<file path="src/rtl/fetch_if.sv">
`default_nettype none
// =============================================================================
// fetch_if : instruction-memory and decode-stage handshake bundle for fetch_ctrl
// Revision : 1.0
// =============================================================================
interface fetch_if;
  logic        imem_req;
  logic [15:0] imem_addr;
  logic        imem_ack;
  logic [15:0] imem_rdata;
  logic [15:0] instr;
  logic        instr_valid;
  logic        instr_ready;
  logic [15:0] PC;
  logic [15:0] PC_nxt;
  logic        halt;
  logic        err;

  modport master (
    output imem_req, imem_addr, instr, instr_valid, PC, err,
    input  imem_ack, imem_rdata, instr_ready, PC_nxt, halt
  );

  modport slave (
    input  imem_req, imem_addr, instr, instr_valid, PC, err,
    output imem_ack, imem_rdata, instr_ready, PC_nxt, halt
  );
endinterface
`default_nettype wire

</file>
<file path="src/rtl/fetch_ctrl.sv">
`default_nettype none
// =============================================================================
// fetch_ctrl : PC owner, variable-latency imem fetch, valid/ready decode handoff
// Revision   : 1.0
// =============================================================================
module fetch_ctrl #(
  parameter logic [15:0] RESET_PC = 16'h0000,
  parameter int unsigned TIMEOUT  = 15
) (
  input  wire logic clk,
  input  wire logic rst,
  fetch_if.master   bus
);

  localparam logic [7:0] TIMEOUT_CNT = 8'(TIMEOUT);

  typedef enum logic [2:0] {
    S_IDLE  = 3'd0,
    S_REQ   = 3'd1,
    S_VALID = 3'd2,
    S_HALT  = 3'd3,
    S_ERR   = 3'd4
  } state_t;

  state_t      state, state_d;
  logic [15:0] pc_q, pc_d;
  logic [15:0] instr_q, instr_d;
  logic [7:0]  count, count_d;

  always_ff @(posedge clk) begin
    if (rst) begin
      state   <= S_IDLE;
      pc_q    <= RESET_PC;
      instr_q <= 16'h0000;
      count   <= 8'd0;
    end else begin
      state   <= state_d;
      pc_q    <= pc_d;
      instr_q <= instr_d;
      count   <= count_d;
    end
  end

  always_comb begin
    state_d = state;
    pc_d    = pc_q;
    instr_d = instr_q;
    count_d = count;
    case (state)
      // One quiet cycle so an ack left over from an abandoned request is never taken.
      S_IDLE: state_d = pc_q[0] ? S_ERR : S_REQ;
      S_REQ: begin
        if (bus.imem_ack) begin
          instr_d = bus.imem_rdata;
          count_d = 8'd0;
          state_d = S_VALID;
        end else if (count == TIMEOUT_CNT) begin
          state_d = S_ERR;
        end else begin
          count_d = count + 8'd1;
        end
      end
      S_VALID: begin
        if (bus.instr_ready) begin
          pc_d = bus.PC_nxt;
          if (bus.halt)           state_d = S_HALT;
          else if (bus.PC_nxt[0]) state_d = S_ERR;
          else                    state_d = S_REQ;
        end
      end
      default: state_d = state;
    endcase
  end

  // Handshake outputs decode registered state only.
  assign bus.imem_req    = (state == S_REQ);
  assign bus.imem_addr   = pc_q;
  assign bus.instr       = instr_q;
  assign bus.instr_valid = (state == S_VALID);
  assign bus.PC          = pc_q;
  assign bus.err         = (state == S_ERR);

endmodule
`default_nettype wire

</file>
<file path="src/flat_wrapper.sv">
// flat-port wrapper written by rule: the top's interface ports become plain ports
module fetch_ctrl_flat 
#(
  parameter logic [15:0] RESET_PC = 16'h0000,
  parameter int unsigned TIMEOUT  = 15
)
  (clk, rst, bus_imem_req, bus_imem_addr, bus_instr, bus_instr_valid, bus_PC, bus_err, bus_imem_ack, bus_imem_rdata, bus_instr_ready, bus_PC_nxt, bus_halt);
  fetch_if bus_i ();
  input  wire logic clk;
  input  wire logic rst;
  output wire logic [$bits(bus_i.imem_req)-1:0] bus_imem_req;
  output wire logic [$bits(bus_i.imem_addr)-1:0] bus_imem_addr;
  output wire logic [$bits(bus_i.instr)-1:0] bus_instr;
  output wire logic [$bits(bus_i.instr_valid)-1:0] bus_instr_valid;
  output wire logic [$bits(bus_i.PC)-1:0] bus_PC;
  output wire logic [$bits(bus_i.err)-1:0] bus_err;
  input wire logic [$bits(bus_i.imem_ack)-1:0] bus_imem_ack;
  input wire logic [$bits(bus_i.imem_rdata)-1:0] bus_imem_rdata;
  input wire logic [$bits(bus_i.instr_ready)-1:0] bus_instr_ready;
  input wire logic [$bits(bus_i.PC_nxt)-1:0] bus_PC_nxt;
  input wire logic [$bits(bus_i.halt)-1:0] bus_halt;
  assign bus_imem_req = bus_i.imem_req;
  assign bus_imem_addr = bus_i.imem_addr;
  assign bus_instr = bus_i.instr;
  assign bus_instr_valid = bus_i.instr_valid;
  assign bus_PC = bus_i.PC;
  assign bus_err = bus_i.err;
  assign bus_i.imem_ack = bus_imem_ack;
  assign bus_i.imem_rdata = bus_imem_rdata;
  assign bus_i.instr_ready = bus_instr_ready;
  assign bus_i.PC_nxt = bus_PC_nxt;
  assign bus_i.halt = bus_halt;
  fetch_ctrl #(.RESET_PC(RESET_PC), .TIMEOUT(TIMEOUT)) u_core (.clk(clk), .rst(rst), .bus(bus_i));
endmodule
</file>
<file path="config.mk">
export PLATFORM = sky130hd
export DESIGN_NAME = fetch_ctrl_flat
export DESIGN_NICKNAME = d
export VERILOG_FILES = /design/src/rtl/fetch_if.sv /design/src/rtl/fetch_ctrl.sv /design/src/flat_wrapper.sv
export SDC_FILE = /design/constraint.sdc
export NUM_CORES = 1
export LEC_CHECK = 0
export BUFFER_PORTS_ARGS = -buffer_cell sky130_fd_sc_hd__buf_2
export CAP_MARGIN = 10
export CORE_UTILIZATION = 49
export CTS_BUF_LIST = sky130_fd_sc_hd__clkbuf_8 sky130_fd_sc_hd__clkbuf_16
export CTS_CLUSTER_DIAMETER = 150
export CTS_CLUSTER_SIZE = 12
export DETAILED_ROUTE_END_ITERATION = 6
export GPL_ROUTABILITY_DRIVEN = 0
export PLACE_DENSITY = 0.83
export SLEW_MARGIN = 20
export SYNTH_ARGS = -nofsm -noshare
export SYNTH_HDL_FRONTEND = slang
export SYNTH_SLANG_ARGS = --single-unit
</file>
<file path="constraint.sdc">
create_clock -name clk -period 2.4 [get_ports clk]
set_clock_uncertainty 0.05 [all_clocks]
set_input_delay 0.48 -clock clk [delete_from_list [all_inputs] [get_ports clk]]
set_output_delay 0.48 -clock clk [all_outputs]
set_load 0.02 [all_outputs]
</file>
==> flow_summary.toml <==
[floorplan]
ios = 88
fp.coreArea_um2 = 3470
die_w_um = 63.5
row_count = 21
dieArea_um2 = 4040
die_h_um = 63.5
start_util_pct = 53.5

[yosys]
yosys_most_used_dff = "dfxtp_1"
synth_area_um2 = 1860
synth_edf_count = 0
synth_most_common_cell = "nand2_1"
syn_nets = 269
synthArstFlopShare_pct = 0
synthCells = 231
ys_warn_count = 0
yosysUniqueCellTypes = 35
synth_top_area_share_pct = 46.4
yosys.area.top_type = "dfxtp_1"
synth-seq-cells = 43
synthTopCellsByCount = "nand2_1 (69), dfxtp_1 (43), a21oi_1 (37), buf_4 (18)"
synth_area_leaders = "dfxtp_1 (46%), nand2_1 (14%), a21oi_1 (10%)"
postSynthAreaPerCell_um2 = 8.03
seq_area_frac_synth_pct = 46.4

[cts]
cts_tree = "yes"
numCtsBuffers = 5
ctsResizeCount = 0
cts_buffer_depth = 2
cts_sinks = 43
cts_root_buf = "clkbuf_8"
clkSlewWorstSetupHoldPaths_ns = 0.07
postCtsHoldBufs = 0
h-tree-depth = 2
cts_setup_buffers = 0
clk_latency_ns = 0.29

[detailed_routing]
via_per_inst = 5.12
ant_nets = 0
vias = 1767
drtIter0Drc = 46
first_pass_iters = 4
routed_wl_um = 4060
wl_per_cell_um = 11.8
drc = 0

[worst_setup_path]
cpMaxStageDelayCell = "dfxtp_1"
critPathKind = "flip-flop to output pin"
cp_cell_sequence = "nor3b_2 > buf_4 > buf_2"
crit_buf_inv = 2
crit_fanout = 11
start_kind = "flip-flop"
path_delay_family = "flip-flops"
crit_cells = 3
crit_end = "bus_imem_req"
reg2reg_depth = 5
startpoint = "u_core.state[0]"
regToRegStartpoint = "u_core.state[0]"
crit_path_max_incr_delay_ns = 0.46
worstPathArrival_ns = 1.33
r2r_slack_ns = 0.68
worstReg2RegEnd = "u_core.bus.instr[7]"
crit_path_end_kind = "output pin"
cp.required_ns = 1.87

[placed_design]
portBuffers = 87
dpl_worst_slack_ns = 0.675
hpwl_um = 2940
dp.cells = 338

[sta]
slew_viol_final = 0
finalSetupViolations = 0
tightest_slew_ns = 0.541
rsz0062_at_grt = "no"
hold_violations = 0
fmaxAchievable_ghz = 0.536
tns_ns = 0
post-route-min-period_ns = 1.86
post-route-period-util_pct = 77.7
setup_slack_ns = 0.536
slew_headroom_pct = 63.9

[final_layout]
n_antenna_cell = 0
syn2layout_area_growth_pct = 23.3
drive_gt1_share_pct = 33.4
fin_cells = 345
nets = 337

[global_routing]
grt_use_total_pct = 20.6
overflow = 0
grt_pass1_wl_um = 6590
use_met1_pct = 23.5
met3_usage_pct = 7.07
met2_usage_pct = 36.8
grt_pass1_vias = 1492
grt_max_degree = 30
antenna_found_initial = 0
top_usage_layer = "met2"

[run]
maxCapViolations = 0

[run_status]
outcome = "finished, final reports clean"

[power_and_ir_drop]
clkPwrFrac_pct = 27.0
p_leak_nw = 1.06
power_frac_comb_pct = 28.3
netSwitchingPower_mw = 0.637
peakVddDrop_v = 0.000405
p_int_mw = 1.30
pwr_density_cell_nw_per_um2 = 847
pwr-share-seq_pct = 44.7
swShare_pct = 32.9

[hold_path]
holdCritPathClass = "input port to flip-flop"
[per-layer routing]
metal / part of all wire [%] / up-vias
li1: - / 893
met1: 43 / 801
met2: 49 / 69
met3: 7.3 / 4
met4: 0.52 / 0
met5: 0 / -
[kinds of logic after synthesis]
group | after synthesis | share of synthesized area [%]
flops | 43 | 46.4
simple gates | 101 | 25.0
xor+xnor | 4 | 1.89
buf+inv | 29 | 9.84
fa+ha+maj | 1 | 0.674
compound gates | 53 | 16.2
[worst min path at each step]
stage                     depth (start not counted)                 from             endpoint
after floorplan                                   2      u_core.count[0]      u_core.count[0]
after global placement                            2  u_core.bus.instr[4]  u_core.bus.instr[4]
after detailed placement                          2  u_core.bus.instr[2]  u_core.bus.instr[2]
after CTS                                         3        bus_PC_nxt[9]     u_core.bus.PC[9]
after global routing                              3        bus_PC_nxt[9]     u_core.bus.PC[9]
final                                             3        bus_PC_nxt[9]     u_core.bus.PC[9]
[state kept, by name, indices dropped and copies added, names as in the netlist]
| signal | flops |
|---|---|
| u_core.bus.instr | 16 |
| u_core.count | 8 |
| u_core.bus.PC | 16 |
| u_core.state | 3 |
[cell usage in the layout (no fill, tap or decap), types with 3 or more instances in the layout]
cell and count:
o21ai_0 4, nor2_1 5, buf_2 87, nand3_1 3
nand2_1 69, a21oi_1 37, nand2b_1 3, nor3_1 3
dfxtp_1 43, xor2_1 4, and2_1 3, clkbuf_8 5
[per-stage QoR]
step           power, mW  cell area, um^2  utilization [%]  hold WS, ns
3_3_place_gp        1.41             2180             63.0        0.391
6_report            1.94             2290             65.9        0.370
4_1_cts             1.95             2290             65.9        0.366
3_5_place_dp        1.43             2180             63.0        0.393
2_1_floorplan       1.28             1860                -        0.411
5_1_grt             2.06             2290             65.9        0.359
[cell type report]
| type | count | area (um^2) |
|---|---|---|
| fill | 312 | 1180 |
| sequential | 43 | 861 |
| multi-input combinational | 159 | 812 |
| timing repair buffer | 89 | 450 |
| clock buffer | 5 | 68.8 |
| tap | 46 | 57.6 |
| clock inverter | 2 | 33.8 |
| inverter | 1 | 3.75 |
[worst reg2reg max path, stage by stage, from the launching register on]
cell and delay (ns):
dfxtp_1 0.46, nor3b_2 0.21, buf_4 0.19, and2_1 0.49, nand2_1 0.13, a21oi_1 0.13
[power groups by stage]
stage                     clock, mW  sequential [mW]  combinational, mW
after floorplan                   0            0.928              0.356
after global placement            0            0.877              0.536
after detailed placement          0            0.879              0.548
after CTS                     0.539            0.864              0.550
after global routing          0.580            0.878              0.600
final                         0.523            0.866              0.547
No activity file was read; power rests on OpenSTA's default activity.
